[src/rtl/rr_arb_pkg.sv]
// Shared types and helpers for the round-robin arbiter.
//   state_t         : controller states (IDLE, GRANT, RELEASE)
//   DEF_N           : default requester count
//   DEF_MAX_HOLD    : default maximum consecutive grant cycles
//   MAX_N           : widest request vector the helper function accepts
//   lowest_set_idx  : index of the lowest set bit of a vector (0 if none)
package rr_arb_pkg;

  localparam int DEF_N        = 3;
  localparam int DEF_MAX_HOLD = 8;
  localparam int MAX_N        = 8;

  typedef enum logic [1:0] {
    IDLE    = 2'd0,
    GRANT   = 2'd1,
    RELEASE = 2'd2
  } state_t;

  // Scans from the top down so the last hit is the lowest set index.
  function automatic int lowest_set_idx(input logic [MAX_N-1:0] vec);
    int idx;
    idx = 0;
    for (int i = MAX_N - 1; i >= 0; i--) begin
      if (vec[i]) idx = i;
    end
    return idx;
  endfunction

endpackage

[src/rtl/rr_mask_reg.sv]
// Round-robin priority mask register.
//   clk  : clock
//   rst  : synchronous active-high reset, loads all ones
//   en_i : load enable (asserted on a grant edge)
//   d_i  : next mask value
//   q_o  : current mask
module rr_mask_reg #(
  parameter int N = rr_arb_pkg::DEF_N
) (
  input  logic         clk,
  input  logic         rst,
  input  logic         en_i,
  input  logic [N-1:0] d_i,
  output logic [N-1:0] q_o
);

  logic [N-1:0] mask_q;

  // NOTE: sequential state is assigned with <= so every flop samples the
  // pre-edge values regardless of statement order.
  always_ff @(posedge clk) begin
    if (rst) begin
      mask_q <= '1;
    end else if (en_i) begin
      mask_q <= d_i;
    end
  end

  assign q_o = mask_q;

endmodule

[src/rtl/rr_arbiter_ctrl.sv]
// Round-robin arbiter/controller for N requesters sharing one resource.
//   clk       : clock
//   rst       : synchronous active-high reset
//   req_i     : level-sensitive requests, sampled only while idle
//   gnt_o     : registered one-hot grant
//   gnt_id_o  : index of the current grant, holds its last value while idle
//   busy_o    : high while a grant is asserted
//   timeout_o : one-cycle pulse when a grant is force-released after MAX_HOLD
// Every output is a flop; there is no combinational path from req_i.
module rr_arbiter_ctrl #(
  parameter int N        = rr_arb_pkg::DEF_N,
  parameter int MAX_HOLD = rr_arb_pkg::DEF_MAX_HOLD
) (
  input  logic                 clk,
  input  logic                 rst,
  input  logic [N-1:0]         req_i,
  output logic [N-1:0]         gnt_o,
  output logic [$clog2(N)-1:0] gnt_id_o,
  output logic                 busy_o,
  output logic                 timeout_o
);

  import rr_arb_pkg::*;

  localparam int ID_W  = $clog2(N);
  localparam int CNT_W = $clog2(MAX_HOLD);
  localparam logic [CNT_W-1:0] CNT_MAX = CNT_W'(MAX_HOLD - 1);
  localparam logic [N-1:0]     GNT_LSB = N'(1);

  state_t           state_q, state_d;
  logic [N-1:0]     gnt_q, gnt_d;
  logic [ID_W-1:0]  gnt_id_q, gnt_id_d;
  logic             busy_q, busy_d;
  logic             timeout_q, timeout_d;
  logic [CNT_W-1:0] cnt_q, cnt_d;

  logic [N-1:0]     mask_q, mask_d;
  logic             mask_en;
  logic [N-1:0]     masked, pick_vec;
  logic [MAX_N-1:0] pick_ext;
  logic [ID_W-1:0]  winner_id;

  // Winner: lowest masked requester, falling back to the lowest raw requester
  // once everyone above the previous winner has had a turn.
  always_comb begin
    masked   = req_i & mask_q;
    pick_vec = (|masked) ? masked : req_i;
    pick_ext = '0;
    pick_ext[N-1:0] = pick_vec;
    winner_id = ID_W'(lowest_set_idx(pick_ext));
  end

  // Priority for the next round: only requesters strictly above the winner.
  always_comb begin
    mask_d = '0;
    for (int i = 0; i < N; i++) begin
      mask_d[i] = (i > int'(winner_id));
    end
  end

  rr_mask_reg #(.N(N)) u_mask (
    .clk  (clk),
    .rst  (rst),
    .en_i (mask_en),
    .d_i  (mask_d),
    .q_o  (mask_q)
  );

  always_ff @(posedge clk) begin
    if (rst) begin
      state_q   <= IDLE;
      gnt_q     <= '0;
      gnt_id_q  <= '0;
      busy_q    <= 1'b0;
      timeout_q <= 1'b0;
      cnt_q     <= '0;
    end else begin
      state_q   <= state_d;
      gnt_q     <= gnt_d;
      gnt_id_q  <= gnt_id_d;
      busy_q    <= busy_d;
      timeout_q <= timeout_d;
      cnt_q     <= cnt_d;
    end
  end

  // NOTE: every signal written here gets a default first, so no path
  // through the case leaves one unassigned and no latch is inferred.
  always_comb begin
    state_d   = state_q;
    gnt_d     = gnt_q;
    gnt_id_d  = gnt_id_q;
    busy_d    = busy_q;
    timeout_d = 1'b0;
    cnt_d     = cnt_q;
    mask_en   = 1'b0;

    unique case (state_q)
      IDLE: begin
        if (|req_i) begin
          state_d  = GRANT;
          gnt_d    = GNT_LSB << winner_id;
          gnt_id_d = winner_id;
          busy_d   = 1'b1;
          cnt_d    = '0;
          mask_en  = 1'b1;
        end
      end

      GRANT: begin
        cnt_d = (cnt_q == CNT_MAX) ? cnt_q : cnt_q + CNT_W'(1);
        // Request drop is checked first so it masks a simultaneous timeout.
        if (!req_i[gnt_id_q]) begin
          state_d = RELEASE;
          gnt_d   = '0;
          busy_d  = 1'b0;
        end else if (cnt_q == CNT_MAX) begin
          state_d   = RELEASE;
          gnt_d     = '0;
          busy_d    = 1'b0;
          timeout_d = 1'b1;
        end
      end

      RELEASE: begin
        state_d = IDLE;
        gnt_d   = '0;
        busy_d  = 1'b0;
      end

      default: begin
        state_d = IDLE;
        gnt_d   = '0;
        busy_d  = 1'b0;
      end
    endcase
  end

  assign gnt_o     = gnt_q;
  assign gnt_id_o  = gnt_id_q;
  assign busy_o    = busy_q;
  assign timeout_o = timeout_q;

endmodule

[config.mk]
export PLATFORM = sky130hd
export DESIGN_NAME = rr_arbiter_ctrl
export DESIGN_NICKNAME = d
export VERILOG_FILES = /design/src/rtl/rr_arb_pkg.sv /design/src/rtl/rr_mask_reg.sv /design/src/rtl/rr_arbiter_ctrl.sv
export SDC_FILE = /design/constraint.sdc
export NUM_CORES = 1
export LEC_CHECK = 0
export ABC_AREA = 1
export BUFFER_PORTS_ARGS = -buffer_cell sky130_fd_sc_hd__buf_2
export CORE_UTILIZATION = 35
export DETAILED_ROUTE_END_ITERATION = 8
export SYNTH_ARGS = -nofsm -noshare
export SYNTH_HDL_FRONTEND = slang
export SYNTH_HIERARCHICAL = 1
export SYNTH_SLANG_ARGS = --single-unit
export TNS_END_PERCENT = 30
[constraint.sdc]
create_clock -name clk -period 1.3 [get_ports clk]
set_input_delay 0.26 -clock clk [delete_from_list [all_inputs] [get_ports clk]]
set_output_delay 0.26 -clock clk [all_outputs]
set_load 0.1 [all_outputs]
* Word level (Yosys, flattened, before mapping)
Index checks and enable logic that the tools add are counted. W data, S select, Z words.
Word-level totals: flip-flop bits (word level) 15, bits of input ports 5
Cells by class: add/sub/neg operators 1, $lt $le $gt $ge 3, equal/unequal tests 5, shift-type cells 1, muxes and demuxes 24, bitwise operators 3, reduce and logical (&&, ||, !) cells 8
Operators with widths (number):
- $mux W3 | 6
- $mux W2 | 6
- $pmux W3 S2 | 2
- $reduce_or A3 Y1 | 3
- $mux W1 | 7
- $ne A2 B2 Y1 const B | 2
- $pmux W2 S2 | 1
- $reduce_and A2 Y1 | 2
- $add A3 B1 Y3 const B | 1
- $and A3 B3 Y3 | 1
- $eq A3 B3 Y1 const B | 1
- $lt A2 B3 Y1 const B | 1
- $ne A3 B3 Y1 const B | 1
- $reduce_and A3 Y1 | 1
- $shl A1 B2 Y3 const A | 1
- $bmux W1 S2 | 1
- $eq A2 B1 Y1 const B | 1
- $gt A1 B2 Y1 const A | 1
- $gt A2 B2 Y1 const A | 1
- $logic_not A2 Y1 | 1
- $not A1 Y1 | 2
- $pmux W1 S2 | 1
- $reduce_bool A2 Y1 | 1

* Depth between registers and ports, before layout
Gate-level depths: netlist of run 1.
word-level depth 9, depth in mapped cells 8, gate-level depth less buffers 8

* Hierarchy
The synthesis of run 1 kept the hierarchy.
By module, submodules not included:
- rr_arbiter_ctrl | times used 1, cells an instance 88, area each 624.3 µm², seq. area each 220.2 µm²
- rr_mask_reg | times used 1, cells an instance 14, area each 105.1 µm², seq. area each 60.1 µm²

* Worst setup path after synthesis of run 1
Ideal clock, no wire load.
kind flip-flop to flip-flop, start reg gnt_id_q[0] (netlist: gnt_id_o[0]), end reg gnt_q[0] (netlist: gnt_o[0]), library setup time 0.070 ns, arrival time 1.659 ns, path slack -0.429 ns, stages on the path, launching flop included 9, path buffers 0, cell sequence dfxtp_1 > inv_1 > nand2_1 > nand3b_1 > nand2_1 > nand2_2 > nand2_2 > nand2_1 > a21oi_1
On the way: word-level cells in the longest chain between the ends 4
Ends and longest elaborated chain:
- start, declared | line rr_arbiter_ctrl.sv:32 | logic [ID_W-1:0] gnt_id_q, gnt_id_d;
- start signal, assigned | line rr_arbiter_ctrl.sv:80 | gnt_id_q <= gnt_id_d;
- $bmux W1 S2 (*) | line rr_arbiter_ctrl.sv:113 | if (!req_i[gnt_id_q]) begin
- $mux W1 (implied by the code) (*) | line rr_arbiter_ctrl.sv:113
- $mux W3 / $ne A3 B3 Y1 (equally long branches)
- $pmux W3 S2 / $reduce_and A2 Y1 (equally long branches)
- end signal, assigned | line rr_arbiter_ctrl.sv:79 | gnt_q <= gnt_d;
- end, declared | line rr_arbiter_ctrl.sv:31 | logic [N-1:0] gnt_q, gnt_d;
Every way passes the cells marked *; elsewhere a longest branch is shown, timed or not. The select of a mux whose other input is x is not followed. A chain may end at the register's enable or synchronous reset.

* Worst setup path in the final report of run 1
start reg cnt_q[1], end reg cnt_q[1]
On the way: word-level cells in the longest chain between the ends 3
Ends and longest elaborated chain:
- start, declared | line rr_arbiter_ctrl.sv:35 | logic [CNT_W-1:0] cnt_q, cnt_d;
- start signal, assigned | line rr_arbiter_ctrl.sv:83 | cnt_q <= cnt_d;
- $add A3 B1 Y3 / $eq A3 B3 Y1 (equally long branches) | line rr_arbiter_ctrl.sv:111 | cnt_d = (cnt_q == CNT_MAX) ? cnt_q : cnt_q + CNT_W'(1);
- $mux W3 / $ne A2 B2 Y1 (equally long branches)
- $pmux W3 S2 / $reduce_and A3 Y1 (equally long branches)
Parallel ways exist; a longest one is shown, timed or not. The select of a mux whose other input is x is not followed.

==> impl_summary.log, run 1 <==
[metrics] final-layout setup total negative slack: 0 ps
[metrics] Clock Tree Buf Depth: 2
[metrics] Gate Count Post-Synth: 102
[metrics] highest clock rate: 0.820 GHz
[metrics] cells taking the most area after synthesis: dfxtp_1 (38%), nand2_1 (15%), nand3_1 (6.2%)
[metrics] final-layout fill cell count: 217
[metrics] number of warning messages in the yosys log: 6
[metrics] CTS tree: yes
[metrics] total routed wirelength: 1450 um
[metrics] maximum ir drop on the vdd rail: 494 uV
[metrics] WP buf/inv: 0
[metrics] core box area: 1960 um2
[metrics] worst slack after detailed placement: 13.8 ps
[metrics] synthesis-to-layout area growth: 34.3%
[metrics] time the final worst path needs with I/O delays and setup: 1220 ps
[metrics] Worst R2R Setup Slack: 80 ps
[metrics] clock transition at the register clock pins on the worst setup and hold paths after CTS: 90 ps
[metrics] weighted congestion reported at the end of routability-driven placement: 0.840
[metrics] height of the die: 47.7 um
[metrics] CP dominant cell by count: ha_4
[metrics] most frequent cell after synthesis: nand2_1
[metrics] wire length on met3: 50 um
[metrics] fraction of synthesized cell area in xor and xnor cells: 0%
[metrics] slowest library cell on the worst path: dfxtp_1
[metrics] Detailed Place HPWL: 1120 um
[metrics] proportion of layout cells with a drive suffix above 1: 32.8%
[metrics] count of buffers inserted at the top-level ports: 11
[metrics] class of the most critical setup path: reg -> reg
[metrics] first-pass GRT wire length: 2430 um
[metrics] total of flip-flops plus latches after synthesis: 14
[metrics] later-pin clock latency in the skew report: 270 ps
[metrics] total count of max-transition violations in the final report: 0
[metrics] Non-Filler Instances: 143
[metrics] status: finished clean
[metrics] Post-Synthesis Net Count: 109
[metrics] CTS H-Tree Depth: 1
[metrics] Post-layout nets: 124
[metrics] vias: 664
[metrics] largest area contributor in the netlist: dfxtp_1
[metrics] Reg2Reg Depth: 5
[metrics] mean number of vias per cell: 4.64
[metrics] die outline area: 2270 um2
[metrics] # IOs: 12
[metrics] Max Cap Violations: 0
[metrics] proportion of synthesized flip-flops having asynchronous set or reset: 0%
[metrics] Critical Path Source Type: register
[metrics] worst hold path depth: 2
[metrics] starting density of the core: 37.2%
[metrics] number of failing hold endpoints at the final stage: 0
[metrics] delay of the slowest critical-path stage: 340 ps
[metrics] area of the multi-input gates: 417 um2
[metrics] simple-gate share of the synthesized area: 37.2%
[metrics] overall overflow remaining after global route: 0
[metrics] Leak Pwr: 0.450 nW
[metrics] largest family of logic cells by synthesized area: simple AND/OR/NAND/NOR gates
[metrics] number of setup violations in the final report: 0
[metrics] clk sink count: 14
[metrics] count of placed standard cells including taps: 139
[metrics] number of library cell types mapped by synthesis: 22
[metrics] sequential fraction of the synthesis area: 38.4%
[metrics] Power Dens Cells: 1370 nW/um2
[metrics] clock buffer count from CTS: 3
[metrics] Starting DRT DRC Count: 10
[metrics] antenna violations before repair: 0
[metrics] share of the synthesized area in the top cell type: 38.4%
[metrics] worst-path cell chain: ha_4 > ha_4 > o21ai_4 > nor2_1 > a211oi_1
[metrics] Root Buffer: clkbuf_4
[metrics] critical path endpoint category: register
[metrics] site row count: 16
[metrics] Synth Area in Adders: 3.43%
[metrics] met1 wire length: 736 um
[metrics] Seq. cell area: 293 um2
[metrics] number of global-route vias before repair: 582
[metrics] GR Util All Layers: 15.4%
[metrics] leading register cell type out of synthesis: dfxtp_1
[metrics] HP Class: in -> reg
[metrics] per-cell routed wire length: 10.2 um
[metrics] routed length on met2: 657 um
[metrics] end point of the most critical hold path: gnt_o[1]
[metrics] share of the clock period used by the worst path: 93.8%
[metrics] proportion of synthesized area in mux cells: 0%
[metrics] pin count of the biggest net entering global routing: 12
[metrics] number of cells on the critical path: 5
[metrics] crit path max fanout: 6
[metrics] commonest cells in the netlist: nand2_1 (30), dfxtp_1 (14), inv_1 (12)
[metrics] number of nets still failing antenna checks after routing: 0
[metrics] unrepaired setup endpoints after global routing: no
[metrics] drt pass-1 iters: 5
[metrics] family with the most delay on the worst path: compound AO/OA/AOI/OAI gates
[metrics] reg2reg start: cnt_q[1]
[metrics] Hold Crit Start: rst
[metrics] Synth Area in Compound Gates: 12.2%
[metrics] Highest Signal Layer: met4
[metrics] ANT cells: 0
[metrics] average cell area after synthesis: 7.15 um2
[metrics] clock skew: 5.17 ps
[metrics] setup slack after layout: 80.9 ps
[metrics] signal arrival time at the worst endpoint: 1410 ps
[metrics] worst endpoint required time: 1490 ps
[metrics] number of flops mapped to enable cells by yosys: 0
[metrics] number of remaining DRC errors: 0
[metrics] Reg2Reg Capture Point: cnt_q[1]
[metrics] floorplan die width: 47.7 um
[metrics] # hold bufs at CTS: 0
[metrics] Post-Synthesis Cell Area: 729 um2
[metrics] overall power consumption: 1.34 mW
## flip-flops by register name, indices dropped and copies added, names as in the netlist
register and cells:
gnt_id_o 2, state_q 1, u_mask/q_o 3, busy_o 1, cnt_q 3, timeout_o 1
gnt_o 3
## power breakdown
group | leakage (nW) | switching (mW) | total, mW | internal, mW
Combinational | 0.311 | 0.319 | 0.494 | 0.175
Clock | 0.0210 | 0.140 | 0.310 | 0.170
Sequential | 0.118 | 0.0571 | 0.540 | 0.483
## per-stage QoR
step | utilization (%) | instance area (um2) | hold slack [ps]
finish | 49.9 | 980 | 292
global route | 49.9 | 980 | 293
CTS | 48.3 | 948 | 298
detailed placement | 46.5 | 912 | 477
global placement | 46.5 | 912 | 471
floorplan | - | 741 | 392
## final cells by class
type                       instances  area share, %
timing repair buffer              11           15.1
tap                               27           3.45
inverter                          14           5.36
sequential                        14           29.9
multi-input combinational         73           42.5
clock buffer                       4           3.70
## metal layers
metal | vias to the layer above | GRT usage (%)
met1 | 293 | 21.1
met2 | 13 | 23.3
li1 | 356 | -
met4 | 0 | 6.11
met3 | 2 | 3.77
met5 | - | 0
## worst max-delay path by stage
stage	start	to	slack (ps)
6_report	cnt_q[1]	cnt_q[1]	80
5_1_grt	cnt_q[1]	cnt_q[1]	5
4_1_cts	cnt_q[0]	cnt_q[1]	7
3_5_place_dp	cnt_q[0]	gnt_o[2]	10
3_3_place_gp	cnt_q[0]	gnt_o[0]	40
2_1_floorplan	gnt_o[1]	gnt_o[1]	30
## cell usage in the layout, fill, tap and decap left out
master	count
a211oi_1	1
a211oi_2	1
a21oi_1	6
a21oi_2	2
buf_12	6
buf_2	4
clkbuf_4	4
clkbuf_8	1
conb_1	1
dfxtp_1	10
dfxtp_2	1
dfxtp_4	3
ha_4	2
inv_1	12
inv_2	2
nand2_1	30
nand2_2	5
nand2_4	1
nand3_1	9
nand3b_1	1
nand4_1	3
nor2_1	3
nor2_2	4
nor3_1	1
o21ai_0	1
o21ai_4	1
or2_2	1
## cell families (layout without fill, tap and decap cells)
| group | count (synthesis) | after routing |
|---|---|---|
| adder cells (fa/ha/maj) | 2 | 2 |
| flip-flops | 14 | 14 |
| AND/OR/NAND/NOR | 58 | 58 |
| AO/OA/AOI/OAI | 12 | 12 |
| other | 1 | 1 |
| buffers and inverters | 15 | 29 |
## repair_timing
action,4_1_cts,5_1_grt
setup endpoints to repair,2,7
pin swaps,1,2
setup buffers,0,0
gates resized for setup,0,7
(Power assumes the default switching activity.)
==> run 2, diff against run 1 <==
==> constraint.sdc (replaced) <==
create_clock -name clk -period 1.3 [get_ports clk]
set_input_delay 0.26 -clock clk [delete_from_list [all_inputs] [get_ports clk]]
set_output_delay 0.26 -clock clk [all_outputs]
set_load 0.02 [all_outputs]
==> run 2 against run 1 <==
  * Register-to-register slack about the same
  * Hold slack got worse by 11 ps
  * Fmax decreased by 1.0%
  * Sequential share of layout area increased by 3.1 points
  * Clock-buffer cell count unchanged
  * First-iteration DRC count unchanged
  * Highest routed layer unchanged
  * Clock power about the same
  * Largest power group unchanged
  * Wire length decreased by 7.1%
  * Largest cell class unchanged
==> impl_summary.log, run 2 (synthesis results as in run 1) <==
[metrics] total routed wirelength: 1350 um (-7.1%)
[metrics] Power Dens Cells: 1350 nW/um2 (-1.5%)
[metrics] site row count: 16 (unchanged)
[metrics] setup slack after layout: 68.5 ps (-12.4 ps)
[metrics] number of failing hold endpoints at the final stage: 0 (unchanged)
[metrics] count of placed standard cells including taps: 139 (unchanged)
[metrics] pin count of the biggest net entering global routing: 12 (unchanged)
[metrics] share of the clock period used by the worst path: 94.7% (+0.95 points)
[metrics] delay of the slowest critical-path stage: 330 ps (about the same)
[metrics] Root Buffer: clkbuf_4
[metrics] CTS H-Tree Depth: 1 (unchanged)
[metrics] highest clock rate: 0.812 GHz (-1.0%)
[metrics] clock buffer count from CTS: 3 (unchanged)
[metrics] worst-path cell chain: ha_1 > ha_2 > nor2_2 > nand2_2 > nand2_2 > nand2_1 > a21oi_1
[metrics] crit path max fanout: 4 (-2)
[metrics] clock transition at the register clock pins on the worst setup and hold paths after CTS: 90 ps (about the same)
[metrics] number of global-route vias before repair: 537 (-7.7%)
[metrics] starting density of the core: 37.2% (unchanged)
[metrics] die outline area: 2270 um2 (unchanged)
[metrics] # IOs: 12 (unchanged)
[metrics] GR Util All Layers: 13.3% (-2.1 points)
[metrics] Clock Tree Buf Depth: 2 (unchanged)
[metrics] first-pass GRT wire length: 2100 um (-14%)
[metrics] class of the most critical setup path: reg -> reg
[metrics] # hold bufs at CTS: 0 (unchanged)
[metrics] per-cell routed wire length: 9.45 um (-7.1%)
[metrics] Post-layout nets: 124 (unchanged)
[metrics] number of setup violations in the final report: 0 (unchanged)
[metrics] ANT cells: 0 (unchanged)
[metrics] weighted congestion reported at the end of routability-driven placement: 0.794 (-5.5%)
[metrics] fraction of power consumed by the clock network: 27.2% (+4.2 points)
[metrics] reg2reg start: cnt_q[0]
[metrics] Starting DRT DRC Count: 10 (unchanged)
[metrics] Detailed Place HPWL: 1070 um (-4.8%)
[metrics] core box area: 1960 um2 (unchanged)
[metrics] floorplan die width: 47.7 um (unchanged)
[metrics] CP dominant cell by count: nand2_2
[metrics] antenna violations before repair: 0 (unchanged)
[metrics] number of remaining DRC errors: 0 (unchanged)
[metrics] number of nets still failing antenna checks after routing: 0 (unchanged)
[metrics] synthesis-to-layout area growth: 17.0%
[metrics] drt pass-1 iters: 4 (-1)
[metrics] vias: 641 (-3.5%)
[metrics] Power Internal: 766 uW (-7.5%)
[metrics] signal arrival time at the worst endpoint: 1440 ps (+30 ps)
[metrics] HP Class: in -> reg
[metrics] commonest non-fill, non-tap cells in the layout: nand2_1 (30), dfxtp_1 (13), inv_1 (12)
[metrics] switching power share of the total: 33.5% (-4.9 points)
[metrics] Hold Crit Start: rst
[metrics] unrepaired setup endpoints after global routing: yes
[metrics] count of buffers inserted at the top-level ports: 11 (unchanged)
[metrics] later-pin clock latency in the skew report: 280 ps (about the same)
[metrics] WP buf/inv: 0 (unchanged)
[metrics] time the final worst path needs with I/O delays and setup: 1230 ps (+12.4 ps)
[metrics] critical path endpoint category: register
[metrics] total count of max-transition violations in the final report: 0 (unchanged)
[metrics] Non-Filler Instances: 143 (unchanged)
[metrics] family with the most delay on the worst path: adder cells
[metrics] net switching power figure: 387 uW (-25%)
[metrics] Crit. Startpoint: cnt_q[0]
[metrics] proportion of layout cells with a drive suffix above 1: 29.3% (-3.4 points)
[metrics] maximum ir drop on the vdd rail: 585 uV (+18%)
[metrics] overall overflow remaining after global route: 0 (unchanged)
[metrics] Critical Path Source Type: register
[metrics] clk sink count: 14 (unchanged)
[metrics] Leak Pwr: 0.430 nW (-4.3%)
[metrics] worst slack after detailed placement: 14.4 ps (+0.619 ps)
[metrics] CTS tree: yes
[metrics] most common library cell in the layout ignoring fill and taps: nand2_1
[metrics] slowest library cell on the worst path: dfxtp_2
[metrics] worst endpoint required time: 1510 ps (+20 ps)
[metrics] height of the die: 47.7 um (unchanged)
[metrics] Comb power frac: 27.8% (-9.0 points)
[metrics] Max Cap Violations: 0 (unchanged)
[metrics] Sequential Power Share: 45.0% (+4.8 points)
[metrics] clock skew: 7.06 ps (+1.90 ps)
[metrics] mean number of vias per cell: 4.48 (-3.5%)
[metrics] status: finished clean
run 2: timing repair:
| item | 4_1_cts | 5_1_grt |
|---|---|---|
| pin swaps | 1 | 1 |
| setup endpoints to repair | 2 | 6 |
| resized for setup | 1 | 3 |
| buffers inserted | 0 | 0 |
run 2: worst paths after layout:
| check | cells past startpoint | slack, ps | to |
|---|---|---|---|
| max | 7 | 70 | gnt_o[2] |
| min | 2 | 280 | gnt_id_o[0] |
| max reg2reg | 7 | 70 | gnt_o[2] |
| min reg2reg | 2 | 480 | gnt_o[2] |
run 2: through the flow:
stage	power, mW	TNS, ps	utilization, %	hold WS [ps]	cell area, um2
final	1.15	0	43.5	281	853
after floorplan	0.772	0	-	392	729
after detailed placement	0.843	0	41.3	457	811
after global routing	1.23	-2.30	43.5	282	853
after CTS	1.16	0	43.3	289	850
after global placement	0.841	0	41.3	463	811
run 2: power groups by stage:
stage | registers [mW] | clock network [mW] | logic, mW
final | 0.519 | 0.313 | 0.320
after global routing | 0.527 | 0.344 | 0.360
after CTS | 0.518 | 0.323 | 0.318
after detailed placement | 0.527 | 0 | 0.315
after global placement | 0.526 | 0 | 0.315
after floorplan | 0.544 | 0 | 0.228
run 2: final cells by class:
class                      count  area [um2]
multi-input combinational     73         394
sequential                    14         282
tap                           27        33.8
clock buffer                   4        36.3
fill                         221        1110
timing repair buffer          11        55.1
inverter                      14        52.6
run 2: per-layer routing:
| layer | global-route usage, % | routed length, um | vias to the layer above |
|---|---|---|---|
| met5 | 0 | 0 | - |
| met4 | 6.67 | 8 | 0 |
| met3 | 3.77 | 53 | 2 |
| met2 | 20.3 | 581 | 15 |
| met1 | 17.3 | 707 | 272 |
| li1 | - | - | 352 |
==> run 3, diff against run 2 <==
--- a/config.mk
+++ b/config.mk
@@ -9,6 +9,7 @@
 export BUFFER_PORTS_ARGS = -buffer_cell sky130_fd_sc_hd__buf_2
 export CORE_UTILIZATION = 35
 export DETAILED_ROUTE_END_ITERATION = 8
+export SLEW_MARGIN = 40
 export SYNTH_ARGS = -nofsm -noshare
 export SYNTH_HDL_FRONTEND = slang
 export SYNTH_HIERARCHICAL = 1
==> constraint.sdc (replaced) <==
create_clock -name clk -period 1.55 [get_ports clk]
set_input_delay 0.31 -clock clk [delete_from_list [all_inputs] [get_ports clk]]
set_output_delay 0.31 -clock clk [all_outputs]
set_load 0.02 [all_outputs]
==> run 3 against run 2 <==
  * Clock skew down 1.4 ps
  * Wire length up 1.7%
  * Design area down 0.73%
  * Combinational power down 17%
  * Fmax down 6.1%
  * Setup slack better by 170 ps
  * Final cell count unchanged
  * Via count up 1.1%
  * Die area unchanged
  * Hold slack better by 54 ps
  * Total power down 17%
  * Largest cell class unchanged
  * Largest power group unchanged
==> impl_summary.log, run 3 (synthesis results as in run 1) <==
[metrics] total count of max-transition violations in the final report: 0 (unchanged)
[metrics] class of the most critical setup path: reg -> reg
[metrics] slowest library cell on the worst path: dfxtp_1
[metrics] worst hold path depth: 2 (unchanged)
[metrics] clock skew: 5.62 ps (-1.45 ps)
[metrics] Critical Path Source Type: register
[metrics] worst endpoint required time: 1770 ps (+260 ps)
[metrics] per-cell routed wire length: 9.61 um (+1.7%)
[metrics] Root Buffer: clkbuf_4
[metrics] delay of the slowest critical-path stage: 330 ps (about the same)
[metrics] CTS tree: yes
[metrics] clock transition at the register clock pins on the worst setup and hold paths after CTS: 80 ps (about the same)
[metrics] number of global-route vias before repair: 528 (-1.7%)
[metrics] Worst R2R Setup Slack: 240 ps (+170 ps)
[metrics] number of failing hold endpoints at the final stage: 0 (unchanged)
[metrics] Reg2Reg Depth: 7 (unchanged)
[metrics] signal arrival time at the worst endpoint: 1530 ps (+90 ps)
[metrics] fraction of power consumed by the clock network: 27.3% (about the same)
[metrics] net switching power figure: 323 uW (-16%)
[metrics] GR Util All Layers: 13.4% (+0.078 points)
[metrics] HP Class: in -> reg
[metrics] core box area: 1960 um2 (unchanged)
[metrics] # hold bufs at CTS: 0 (unchanged)
[metrics] Max Cap Violations: 0 (unchanged)
[metrics] Comb power frac: 27.6% (-0.2 points)
[metrics] Detailed Place HPWL: 1060 um (-1.0%)
[metrics] unrepaired setup endpoints after global routing: no
[metrics] Seq. cell area: 280 um2 (-0.44%)
[metrics] worst-path cell chain: ha_1 > ha_1 > nor2_1 > nand2_2 > nand2_2 > nand2_1 > a21oi_2
[metrics] antenna violations before repair: 0 (unchanged)
[metrics] Post-layout nets: 124 (unchanged)
[metrics] number of nets still failing antenna checks after routing: 0 (unchanged)
[metrics] # IOs: 12 (unchanged)
[metrics] family with the most delay on the worst path: adder cells
[metrics] starting density of the core: 37.2% (unchanged)
[metrics] total routed wirelength: 1370 um (+1.7%)
[metrics] reg2reg start: cnt_q[0]
[metrics] most common library cell in the layout ignoring fill and taps: nand2_1
[metrics] floorplan die width: 47.7 um (unchanged)
[metrics] ANT cells: 0 (unchanged)
[metrics] weighted congestion reported at the end of routability-driven placement: 0.794 (unchanged)
[metrics] maximum ir drop on the vdd rail: 345 uV (-41%)
[metrics] highest clock rate: 0.762 GHz (-6.1%)
[metrics] Starting DRT DRC Count: 13 (+3)
[metrics] drt pass-1 iters: 4 (unchanged)
[metrics] Hold Crit Start: rst
[metrics] share of the clock period used by the worst path: 84.6% (-10 points)
[metrics] Power Dens Cells: 1140 nW/um2 (-16%)
[metrics] Power Internal: 639 uW (-17%)
[metrics] pin count of the biggest net entering global routing: 12 (unchanged)
[metrics] count of buffers inserted at the top-level ports: 11 (unchanged)
[metrics] WP buf/inv: 0 (unchanged)
[metrics] mean number of vias per cell: 4.53 (+1.1%)
[metrics] CTS H-Tree Depth: 1 (unchanged)
[metrics] number of setup violations in the final report: 0 (unchanged)
[metrics] synthesis-to-layout area growth: 16.1%
[metrics] overall overflow remaining after global route: 0 (unchanged)
[metrics] final-layout setup total negative slack: 0 ps (unchanged)
[metrics] later-pin clock latency in the skew report: 290 ps (about the same)
[metrics] crit path max fanout: 4 (unchanged)
[metrics] Sequential Power Share: 45.1% (about the same)
[metrics] count of placed standard cells including taps: 139 (unchanged)
[metrics] Reg2Reg Capture Point: gnt_o[1]
[metrics] Leak Pwr: 0.434 nW (+0.81%)
[metrics] Clock Tree Buf Depth: 2 (unchanged)
[metrics] clk sink count: 14 (unchanged)
[metrics] number of remaining DRC errors: 0 (unchanged)
[metrics] number of setup buffers added after CTS: 0 (unchanged)
[metrics] switching power share of the total: 33.6% (about the same)
[metrics] Resize count post-CTS: 0 (-1)
[metrics] die outline area: 2270 um2 (unchanged)
[metrics] vias: 648 (+1.1%)
[metrics] status: finished clean
[metrics] final-layout fill cell count: 209 (-5.4%)
[metrics] proportion of layout cells with a drive suffix above 1: 26.7% (-2.6 points)
[metrics] commonest non-fill, non-tap cells in the layout: nand2_1 (30), dfxtp_1 (14), inv_1 (12)
[metrics] clock buffer count from CTS: 3 (unchanged)
[metrics] height of the die: 47.7 um (unchanged)
[metrics] area of the multi-input gates: 389 um2 (-1.3%)
[metrics] end point of the most critical hold path: gnt_id_o[0]
[metrics] Non-Filler Instances: 143 (unchanged)
[metrics] first-pass GRT wire length: 2060 um (-1.6%)
[metrics] critical path endpoint category: register
[metrics] time the final worst path needs with I/O delays and setup: 1310 ps (+80.1 ps)
[metrics] site row count: 16 (unchanged)
## run 3: stage by stage
| stage | worst slack (ps) | hold slack [ps] | power, mW | util [%] | cell area, um2 |
|---|---|---|---|---|---|
| floorplan | 336 | 442 | 0.647 | - | 729 |
| global placement | 289 | 463 | 0.706 | 41.3 | 811 |
| detailed placement | 262 | 456 | 0.706 | 41.3 | 811 |
| CTS | 238 | 343 | 0.967 | 43.2 | 847 |
| global route | 149 | 339 | 1.02 | 43.2 | 847 |
| finish | 238 | 335 | 0.962 | 43.2 | 847 |
## run 3: worst max path at each step
| stage | start | depth (start not counted) | slack, ps | end |
|---|---|---|---|---|
| CTS | cnt_q[0] | 7 | 240 | gnt_o[0] |
| floorplan | cnt_q[0] | 7 | 340 | gnt_o[0] |
| detailed placement | cnt_q[0] | 7 | 260 | gnt_o[0] |
| global placement | cnt_q[0] | 7 | 290 | gnt_o[2] |
| global route | cnt_q[0] | 5 | 150 | cnt_q[0] |
| finish | cnt_q[0] | 7 | 240 | gnt_o[1] |
## run 3: power groups by stage
stage / clock network (mW) / registers (mW) / logic (mW)
4_1_cts: 0.267 / 0.434 / 0.266
3_3_place_gp: 0 / 0.442 / 0.264
3_5_place_dp: 0 / 0.442 / 0.264
6_report: 0.263 / 0.434 / 0.266
2_1_floorplan: 0 / 0.456 / 0.191
5_1_grt: 0.283 / 0.439 / 0.298
## run 3: layout make-up
class	instances	area share [%]
Tap cell	27	3.99
Clock buffer	4	4.28
Sequential cell	14	33.1
Inverter	14	6.20
Multi-Input combinational cell	73	45.9
Timing Repair Buffer	11	6.50
## run 3: routing by layer
metal / GRT usage [%] / vias to the layer above / share of wire [%]
li1: - / 353 / -
met1: 16.4 / 277 / 50
met2: 20.8 / 15 / 43
met3: 3.77 / 3 / 4.9
met4: 8.33 / 0 / 2.0
met5: 0 / - / 0
